$ cat src/rtl/game_state_ctrl.sv
// game_state_ctrl
// Frame-synchronous game sequencer. Advances a five-state game FSM once per
// vertical-blanking tick. Moves the box and maintains score and lives.
// Every output is a register, so values hold steady across the visible frame.

module game_state_ctrl #(
  parameter int FIELD_W      = 1280,
  parameter int FIELD_H      = 1024,
  parameter int BOX          = 32,
  parameter int SPEED        = 4,
  parameter int LIVES        = 3,
  parameter int SERVE_FRAMES = 60
) (
  input  logic        clock,
  input  logic        reset,
  input  logic        frame_tick,
  input  logic        switch,
  input  logic        hit,
  input  logic [7:0]  rnd,
  output logic [11:0] box_x,
  output logic [10:0] box_y,
  output logic [2:0]  state,
  output logic [9:0]  score,
  output logic [1:0]  lives
);

  // Playfield geometry.
  localparam int X_MAX = FIELD_W - BOX;
  localparam int Y_MAX = FIELD_H - BOX;
  localparam logic [11:0] X_CTR = 12'(X_MAX / 2);
  localparam logic [10:0] Y_CTR = 11'(Y_MAX / 2);

  // Positions are stepped in 13-bit signed arithmetic so that a step past
  // either edge can be detected before it is clamped.
  localparam logic signed [12:0] X_MAX_S = 13'(X_MAX);
  localparam logic signed [12:0] Y_MAX_S = 13'(Y_MAX);
  localparam logic signed [12:0] SPD_S   = 13'(SPEED);

  localparam logic [1:0] LIVES_INIT = 2'(LIVES);

  localparam int CNT_W = (SERVE_FRAMES < 2) ? 1 : $clog2(SERVE_FRAMES + 1);
  localparam logic [CNT_W-1:0] CNT_LOAD = CNT_W'(SERVE_FRAMES);
  localparam logic [CNT_W-1:0] CNT_ONE  = CNT_W'(1);

  typedef enum logic [2:0] {
    ST_IDLE  = 3'd0,
    ST_SERVE = 3'd1,
    ST_PLAY  = 3'd2,
    ST_PAUSE = 3'd3,
    ST_OVER  = 3'd4
  } state_t;

  state_t state_q, state_d;

  // Switch synchroniser and edge detector.
  logic s1, s2, s3;
  logic rise;

  // Hit latch: remembers any hit seen since the last consumed tick.
  logic hl;
  logic hit_seen;
  logic tick_taken;

  // Game datapath registers. Direction is stored as a sign bit
  // (1 = moving toward larger coordinates, i.e. +SPEED).
  logic [11:0]      x_q, x_d;
  logic [10:0]      y_q, y_d;
  logic             dx_pos_q, dx_pos_d;
  logic             dy_pos_q, dy_pos_d;
  logic [9:0]       score_q, score_d;
  logic [1:0]       lives_q, lives_d;
  logic [CNT_W-1:0] cnt_q, cnt_d;

  // Result of one PLAY-state movement step, before the FSM decides on it.
  logic signed [12:0] nx, ny;
  logic [11:0]        play_x;
  logic [10:0]        play_y;
  logic               play_dx_pos;
  logic               play_dy_pos;
  logic [9:0]         play_score;
  logic               play_miss;

  // Only the two direction bits of the random word are used at launch.
  logic unused_rnd_bits;
  assign unused_rnd_bits = ^rnd[7:2];

  // Three-flop chain for the asynchronous switch. s3 is the edge-detect delay.
  always_ff @(posedge clock) begin
    // NOTE: clocked state is written with non-blocking assignments, so every
    // flop samples the pre-edge value of its neighbour (a true shift chain).
    if (reset) begin
      s1 <= 1'b0;
      s2 <= 1'b0;
      s3 <= 1'b0;
    end else begin
      s1 <= switch;
      s2 <= s1;
      s3 <= s2;
    end
  end

  assign rise       = s2 & ~s3;
  // A tick that coincides with a switch edge is dropped entirely.
  assign tick_taken = frame_tick & ~rise;
  // A hit in the tick cycle itself counts toward that tick.
  assign hit_seen   = hl | hit;

  // Hit latch: set by any hit, cleared once a tick has consumed it.
  always_ff @(posedge clock) begin
    if (reset) begin
      hl <= 1'b0;
    end else if (tick_taken) begin
      hl <= 1'b0;
    end else if (hit) begin
      hl <= 1'b1;
    end
  end

  // One movement step of the box: walls on x, paddle/ceiling/floor on y.
  always_comb begin
    // NOTE: every output of a combinational block gets a default first, so
    // no path through the branches leaves a value unassigned (no latches).
    nx          = $signed({1'b0, x_q}) + (dx_pos_q ? SPD_S : -SPD_S);
    ny          = $signed({2'b00, y_q}) + (dy_pos_q ? SPD_S : -SPD_S);
    play_x      = x_q;
    play_y      = y_q;
    play_dx_pos = dx_pos_q;
    play_dy_pos = dy_pos_q;
    play_score  = score_q;
    play_miss   = 1'b0;

    // Horizontal: bounce off the left and right walls.
    if (nx[12]) begin
      play_x      = '0;
      play_dx_pos = 1'b1;
    end else if (nx > X_MAX_S) begin
      play_x      = 12'(X_MAX);
      play_dx_pos = 1'b0;
    end else begin
      play_x = nx[11:0];
    end

    // Vertical: a paddle hit wins over the ceiling and floor checks.
    if (hit_seen) begin
      play_dy_pos = 1'b0;
      if (ny[12]) begin
        play_y = '0;
      end else if (ny > Y_MAX_S) begin
        play_y = 11'(Y_MAX);
      end else begin
        play_y = ny[10:0];
      end
      // Only a hit on a descending box scores; the score saturates.
      if (dy_pos_q && (score_q != '1)) begin
        play_score = score_q + 10'd1;
      end
    end else if (ny[12]) begin
      play_y      = '0;
      play_dy_pos = 1'b1;
    end else if (ny > Y_MAX_S) begin
      play_miss = 1'b1;
    end else begin
      play_y = ny[10:0];
    end
  end

  // FSM state register.
  always_ff @(posedge clock) begin
    if (reset) begin
      state_q <= ST_IDLE;
    end else begin
      state_q <= state_d;
    end
  end

  // Next state and datapath update. A switch edge has priority over the tick.
  always_comb begin
    state_d  = state_q;
    x_d      = x_q;
    y_d      = y_q;
    dx_pos_d = dx_pos_q;
    dy_pos_d = dy_pos_q;
    score_d  = score_q;
    lives_d  = lives_q;
    cnt_d    = cnt_q;

    if (rise) begin
      case (state_q)
        ST_IDLE: begin
          state_d = ST_SERVE;
          cnt_d   = CNT_LOAD;
        end
        ST_PLAY:  state_d = ST_PAUSE;
        ST_PAUSE: state_d = ST_PLAY;
        ST_OVER: begin
          state_d = ST_IDLE;
          x_d     = X_CTR;
          y_d     = Y_CTR;
          score_d = '0;
          lives_d = LIVES_INIT;
        end
        ST_SERVE: ;
        default:  state_d = ST_IDLE;
      endcase
    end else if (frame_tick) begin
      case (state_q)
        ST_SERVE: begin
          // The tick that finds the counter at 1 launches the box.
          if (cnt_q <= CNT_ONE) begin
            state_d  = ST_PLAY;
            cnt_d    = '0;
            dx_pos_d = rnd[0];
            dy_pos_d = rnd[1];
          end else begin
            cnt_d = cnt_q - CNT_ONE;
          end
        end
        ST_PLAY: begin
          x_d      = play_x;
          y_d      = play_y;
          dx_pos_d = play_dx_pos;
          dy_pos_d = play_dy_pos;
          score_d  = play_score;
          if (play_miss) begin
            lives_d = lives_q - 2'd1;
            if (lives_q == 2'd1) begin
              // Last life lost: the box stays where it was.
              state_d = ST_OVER;
              x_d     = x_q;
            end else begin
              state_d = ST_SERVE;
              x_d     = X_CTR;
              y_d     = Y_CTR;
              cnt_d   = CNT_LOAD;
            end
          end
        end
        ST_IDLE, ST_PAUSE, ST_OVER: ;
        default: state_d = ST_IDLE;
      endcase
    end
  end

  // Game datapath registers, reset to the IDLE picture.
  always_ff @(posedge clock) begin
    if (reset) begin
      x_q      <= X_CTR;
      y_q      <= Y_CTR;
      dx_pos_q <= 1'b1;
      dy_pos_q <= 1'b1;
      score_q  <= '0;
      lives_q  <= LIVES_INIT;
      cnt_q    <= '0;
    end else begin
      x_q      <= x_d;
      y_q      <= y_d;
      dx_pos_q <= dx_pos_d;
      dy_pos_q <= dy_pos_d;
      score_q  <= score_d;
      lives_q  <= lives_d;
      cnt_q    <= cnt_d;
    end
  end

  assign box_x = x_q;
  assign box_y = y_q;
  assign state = state_q;
  assign score = score_q;
  assign lives = lives_q;

endmodule

$ cat config.mk
export PLATFORM = sky130hd
export DESIGN_NAME = game_state_ctrl
export DESIGN_NICKNAME = d
export VERILOG_FILES = /design/src/rtl/game_state_ctrl.sv
export SDC_FILE = /design/constraint.sdc
export NUM_CORES = 1
export LEC_CHECK = 0
export ABC_AREA = 0
export CAP_MARGIN = 20
export CORE_UTILIZATION = 40
export CTS_BUF_LIST = sky130_fd_sc_hd__clkbuf_4
export DETAILED_ROUTE_END_ITERATION = 6
export GPL_ROUTABILITY_DRIVEN = 0
export PLACE_DENSITY = 0.69
export SLEW_MARGIN = 20
export SYNTH_ARGS = -nofsm -noshare
export SYNTH_HDL_FRONTEND = slang
export SYNTH_SLANG_ARGS = --single-unit
$ cat constraint.sdc
create_clock -name clock -period 8 [get_ports clock]
set_input_delay 1.2 -clock clock [delete_from_list [all_inputs] [get_ports clock]]
set_output_delay 1.2 -clock clock [all_outputs]
set_load 0.02 [all_outputs]
After elaboration in Yosys (flattened, before gate mapping)
Index checks and enable logic that the tools add are counted.
Widths: inputs -> output; s select.
{ "word_totals": {"reg_bits": 50, "wordCells": 117, "output_inout_bits": 38, "input_bits": 13} }
{ "classes": {"n_lt_le_gt_ge": 3, "n_reduce_logical": 19, "eq_ne": 16, "n_mux": 57, "n_bitwise": 5, "add_sub_neg": 5} }
{ "op_table": {"columns": ["op", "count"], "rows": [
  ["$mux 11", 11],
  ["$mux 12", 8],
  ["$mux 10", 6],
  ["$mux 6", 6],
  ["$mux 13", 2],
  ["$reduce_and 5->1", 5],
  ["$mux 3", 5],
  ["$ne 3x3->1 const B", 5],
  ["$add 12x13->13", 1],
  ["$add 13x13->13", 1],
  ["$gt 13x11->1 const B", 1],
  ["$gt 13x12->1 const B", 1],
  ["$pmux 3 s4", 1],
  ["$pmux 6 s2", 1],
  ["$reduce_bool 2->1", 6],
  ["$add 10x1->10 const B", 1],
  ["$mux 2", 5],
  ["$ne 10x10->1 const B", 1],
  ["$mux 1", 9],
  ["$pmux 3 s3", 1],
  ["$reduce_and 4->1", 2],
  ["$eq 3x2->1 const B", 2],
  ["$le 6x1->1 const B", 1],
  ["$ne 2x2->1 const B", 3],
  ["other kinds (16)", 20]
]} }

Depth between registers and ports, before layout
{ "depth": {"depth_word": 11, "depth_mapped": 12, "depth_no_buf": 12} }

Worst setup path after synthesis
No wires, ideal clock.
{ "synth_path": {"kind": "register to register", "from": "register dy_pos_q", "to": "register y_q[2] (netlist: box_y[2])", "setup_time_ns": 0.119, "required_time_ns": 7.881, "arrival_time_ns": 3.252, "setup_slack_ns": 4.629, "n_path_buf": 0, "stages_incl_launch_ff": 13, "synth_period_minus_slack_ns": 3.371, "cell_sequence": "dfxtp_1 > inv_1 > ha_1 > a211oi_1 > o21ai_1 > xnor2_1 > or4b_1 > o311a_4 > or2_2 > ha_1 > nor2_1 > o211ai_1 > nand2_1"} }
{ "synth_between": {"elab_chain_len": 11, "word_cells_on_any_way": 16, "classes_between": "add/sub (1); order compare (1); mux (14)"} }
{ "synth_lines": {"columns": ["item", "line_no", "rtl"], "rows": [
  ["start: declaration", "69", "logic dy_pos_q, dy_pos_d;"],
  ["start signal: assignment", "258", "dy_pos_q <= dy_pos_d;"],
  ["$mux 13 *", "124", "ny = $signed({2'b00, y_q}) + (dy_pos_q ? SPD_S : -SPD_S);"],
  ["$add 12x13->13 *", "124", null],
  ["$gt 13x11->1", "148, 160", null],
  ["$mux 11 (on tied branches)", "160, 148", null],
  ["$mux 11 (on tied branches)", "157, 146", null],
  ["$mux 11", "144", "if (hit_seen) begin"],
  ["$mux 11", "226", "if (lives_q == 2'd1) begin"],
  ["$mux 11 *", "224", "if (play_miss) begin"],
  ["$mux 11 *", "206", "case (state_q)"],
  ["$mux 11 *", "205", "end else if (frame_tick) begin"],
  ["$mux 11 *", "187", "if (rise) begin"],
  ["end signal: assignment", "256", "y_q <= y_d;"],
  ["end: declaration", "67", "logic [10:0] y_q, y_d;"]
]} }
Every way passes the cells marked *; elsewhere a longest branch is shown, timed or not. The select of a mux whose other input is x is not followed.
A chain may end at the register's enable or synchronous reset.

Worst setup path after layout
{ "layout_path": {"from": "register dy_pos_q", "to": "register x_q[6] (netlist: box_x[6])"} }
{ "layout_between": {"elab_chain_len": 10, "word_cells_on_any_way": 12, "classes_between": "add/sub (1); order compare (1); eq/ne (1); mux (8); reduce/logical (1)"} }
{ "layout_lines": {"columns": ["item", "line_no", "rtl"], "rows": [
  ["$mux 13 *", "124", null],
  ["$add 12x13->13 *", "124", null],
  ["$gt 13x11->1", "160", "end else if (ny > Y_MAX_S) begin"],
  ["$mux 1", "160", null],
  ["$mux 1 *", "157", "end else if (ny[12]) begin"],
  ["$mux 1 *", "144", null],
  ["$mux 12", "224", null],
  ["$mux 12", "206", null],
  ["$mux 12", "205", null],
  ["$mux 12", "187", null],
  ["end signal: assignment", "247", "x_q <= X_CTR;"],
  ["end signal: assignment", "255", "x_q <= x_d;"],
  ["end: declaration", "66", "logic [11:0] x_q, x_d;"]
]} }
Marked as above.

==> results.py <==
metrics = {
    "status": {
        "status": "finished clean",
    },
    "cts": {
        "ctsResizeCount": 0,
        "cts_buffers": 5,
        "cts_setup_buffers": 0,
        "cts_tree": "built",
        "cts-root-buf": "clkbuf_4",
        "clock_sinks": 48,
        "htree_levels": 2,
        "cts_buffer_depth": 2,
        "clock_latency_ps": 370,
        "holdBufCountCts": 0,
        "clkTransAtPathRegs_ps": 140,
    },
    "min_path": {
        "min_path_cells": 1,
        "hold-path-endpoint": "s2",
        "hold_path.class": "reg2reg",
        "hp-start": "s1",
    },
    "yosys": {
        "synth_edf_count": 0,
        "async_flop_share_pct": 0,
        "synth_area_leaders": "dfxtp_1 (31%), ha_1 (9.9%), a21oi_1 (5.9%)",
        "synthFlopType": "dfxtp_1",
        "postSynthAreaPerCell_um2": 8.27,
        "synth_seq_area_share_pct": 30.5,
        "synth_seq_cells": 48,
        "post_synth_num_cell_types": 63,
        "synthCells": 381,
        "yosysWarnings": 0,
        "synth.cell_area_um2": 3150,
        "yosysTopAreaCellShare_pct": 30.5,
        "synth_top_area_cell": "dfxtp_1",
    },
    "power": {
        "clockPowerShare_pct": 29.6,
        "switching_share_pct": 26.3,
        "comb_power_share_pct": 7.5,
        "finalPower_mw": 0.385,
        "p_leak_nw": 1.52,
        "power.density_nw_per_um2": 104,
        "p_seq_share_pct": 62.8,
        "peakVddDrop_v": 0.0000617,
        "p_switching_mw": 0.101,
        "p_int_mw": 0.284,
    },
    "layout": {
        "final_nets": 459,
        "register_area_um2": 961,
        "area_delta_synth_final_pct": 17.2,
        "final_layout_size_suffix_gt1_share_pct": 4.52,
        "n_antenna_cell": 0,
        "fillers": 748,
        "multiInputGateArea_um2": 2040,
    },
    "worst_setup_path": {
        "path_max_fanout": 15,
        "startpoint_type": "register",
        "end_kind": "register",
        "regToRegSetupSlack_ps": 4030,
        "critPathRequiredTime_ps": 8280,
        "crit_type": "reg2reg",
        "cp_slowest_cell": "dfxtp_1",
        "cp_data_arrival_time_ps": 4250,
        "slowest_delay_ps": 570,
        "reg2reg_depth": 10,
        "rr_endpoint": "box_x[6]",
        "crit_chain": "inv_1 -> ha_1 -> a211oi_1 -> o21ai_1 -> xnor2_1 -> or4b_1 -> o311a_4 -> nor3_1 -> a21oi_1 -> o22a_1",
        "r2r-start": "dy_pos_q",
    },
    "global_route": {
        "grt_pass1_vias": 2666,
        "grt_start_max_net_pins": 24,
        "overflow": 0,
        "grt_pass1_wl_mm": 12.3,
        "antenna_found_initial": 0,
        "track_usage_pct": 18.3,
    },
    "detailed_routing": {
        "drt-wirelength-per-cell_um": 14.0,
        "drc_errors": 0,
        "first_iter_violations": 165,
        "ant_nets": 0,
        "vias_per_cell": 5.52,
        "vias": 2863,
        "routed_wirelength_mm": 7.25,
        "dr.pass1.iters": 4,
    },
    "timing": {
        "finalSetupViolCount": 0,
        "slew_violations": 0,
        "fin_skew_ps": 8.77,
        "fin_crit_ps": 3970,
        "fin_tns_setup_ps": 0,
        "relSlewSlack_pct": 29.2,
        "timing.fmax_ghz": 0.252,
        "fin_crit_sh_pct": 49.6,
        "tightestPinTransition_ps": 1050,
        "hold_viol": 0,
        "rsz0062_at_grt": "no",
    },
    "floorplan": {
        "coreArea_um2": 7450,
        "die_area_um2": 8230,
        "rows": 31,
        "num_io_pins": 51,
        "dieHeight_um": 90.7,
        "initial_core_util_pct": 42.3,
        "die_x_um": 90.7,
    },
    "placement": {
        "numPortBuffers": 42,
        "hpwl_mm": 5.31,
    },
    "job": {
        "drv_cap": 0,
    },
}
## final cells by class
type	instances	share of cell area, %
Multi-Input combinational cell	297	55.2
Sequential cell	48	26.0
Timing Repair Buffer	43	11.6
Tap cell	99	3.36
Inverter	24	2.44
Clock buffer	5	1.02
Clock inverter	3	0.373
## worst max-delay path, delay by kind of cell, from the launching register on
kind	cells	cell delay, ps
XOR/XNOR	1	160
adder cells (fa/ha/maj)	1	380
buffers and inverters	1	290
flip-flops	1	570
AO/OA/AOI/OAI	5	1680
AND/OR/NAND/NOR	2	800
## worst max path at each step
stage,from,endpoint,slack [ps],cells after the start
2_1_floorplan,dy_pos_q,box_y[2],4630,12
3_3_place_gp,dy_pos_q,box_x[6],4090,10
3_5_place_dp,dy_pos_q,box_y[7],4080,10
4_1_cts,dy_pos_q,cnt_q[1],4060,10
5_1_grt,dy_pos_q,box_x[5],3770,10
6_report,dy_pos_q,box_x[6],4030,10
## metal layers
layer / part of all wire, % / global-route usage, %
met1: 47 / 22.5
met2: 47 / 31.5
met3: 5.5 / 4.71
met4: 0.84 / 4.57
met5: 0 / 0
## power by group through the flow
| stage | logic (mW) | clock network [mW] | registers [mW] |
|---|---|---|---|
| floorplan | 0.0213 | 0 | 0.247 |
| global placement | 0.0286 | 0 | 0.247 |
| detailed placement | 0.0289 | 0 | 0.247 |
| CTS | 0.0290 | 0.119 | 0.242 |
| global route | 0.0323 | 0.129 | 0.242 |
| finish | 0.0290 | 0.114 | 0.242 |
## state kept, by name, summed over array words and instances, names as in the netlist
signal / cells
s3: 1
box_x: 10
cnt_q: 6
hl: 1
lives: 2
score: 10
s2: 1
dx_pos_q: 1
state: 3
dy_pos_q: 1
box_y: 11
s1: 1
## through the flow
step | hold slack, ps | instances | worst slack (ps) | cell area, µm² | utilization (%)
after detailed placement | 423 | 511 | 4080 | 3640 | 48.9
after CTS | 456 | 519 | 4060 | 3690 | 49.6
after global routing | 472 | 519 | 3770 | 3690 | 49.6
after global placement | 419 | 511 | 4090 | 3640 | 48.9
after floorplan | 414 | 382 | 4630 | 3150 | -
final | 455 | 519 | 4030 | 3690 | 49.6
## logic make-up after synthesis
kind of cell	share of synthesized area, %
buf+inv	4.93
flops	30.5
fa+ha+maj	11.2
other cells	0.119
simple gates	19.6
xor+xnor	6.12
compound gates	26.2
mux	1.35
## cell usage in the layout, fill, tap and decap left out, types with 4 or more instances in the layout
master	n
o211ai_1	8
nand3_1	12
nor2_1	32
a21o_1	7
a31oi_1	5
nand2_1	20
nor3_1	9
or2_2	5
or3_1	7
o21bai_1	7
dfxtp_1	48
inv_1	24
nand4_1	4
nor2b_1	6
clkbuf_4	5
xor2_1	11
xnor2_1	11
a21oi_1	37
and2_1	5
o22a_1	9
clkdlybuf4s50_1	42
o21ai_0	21
ha_1	25
nand2b_1	4
## synthesized netlist by cell type, types with 2 or more instances
master / n
o21ai_0: 21
a21o_1: 7
o22ai_1: 2
a31oi_1: 5
or2_2: 5
nor4_1: 2
mux2i_1: 2
nand2_1: 20
a211oi_1: 3
a311oi_1: 2
o21bai_1: 7
clkbuf_1: 8
a21oi_1: 37
dfxtp_1: 48
a22o_1: 3
or2_0: 2
nand2b_1: 4
nor2b_1: 6
buf_4: 2
nor3_1: 9
xor2_1: 11
o211ai_1: 8
o21a_1: 3
nand4_1: 4
xnor2_1: 11
or3_1: 7
inv_1: 24
fa_1: 2
nor2_1: 32
nand3_1: 12
or4_1: 3
o22a_1: 9
and2_1: 5
nor3b_1: 2
ha_1: 25
Power figures use the tool's default switching activity.
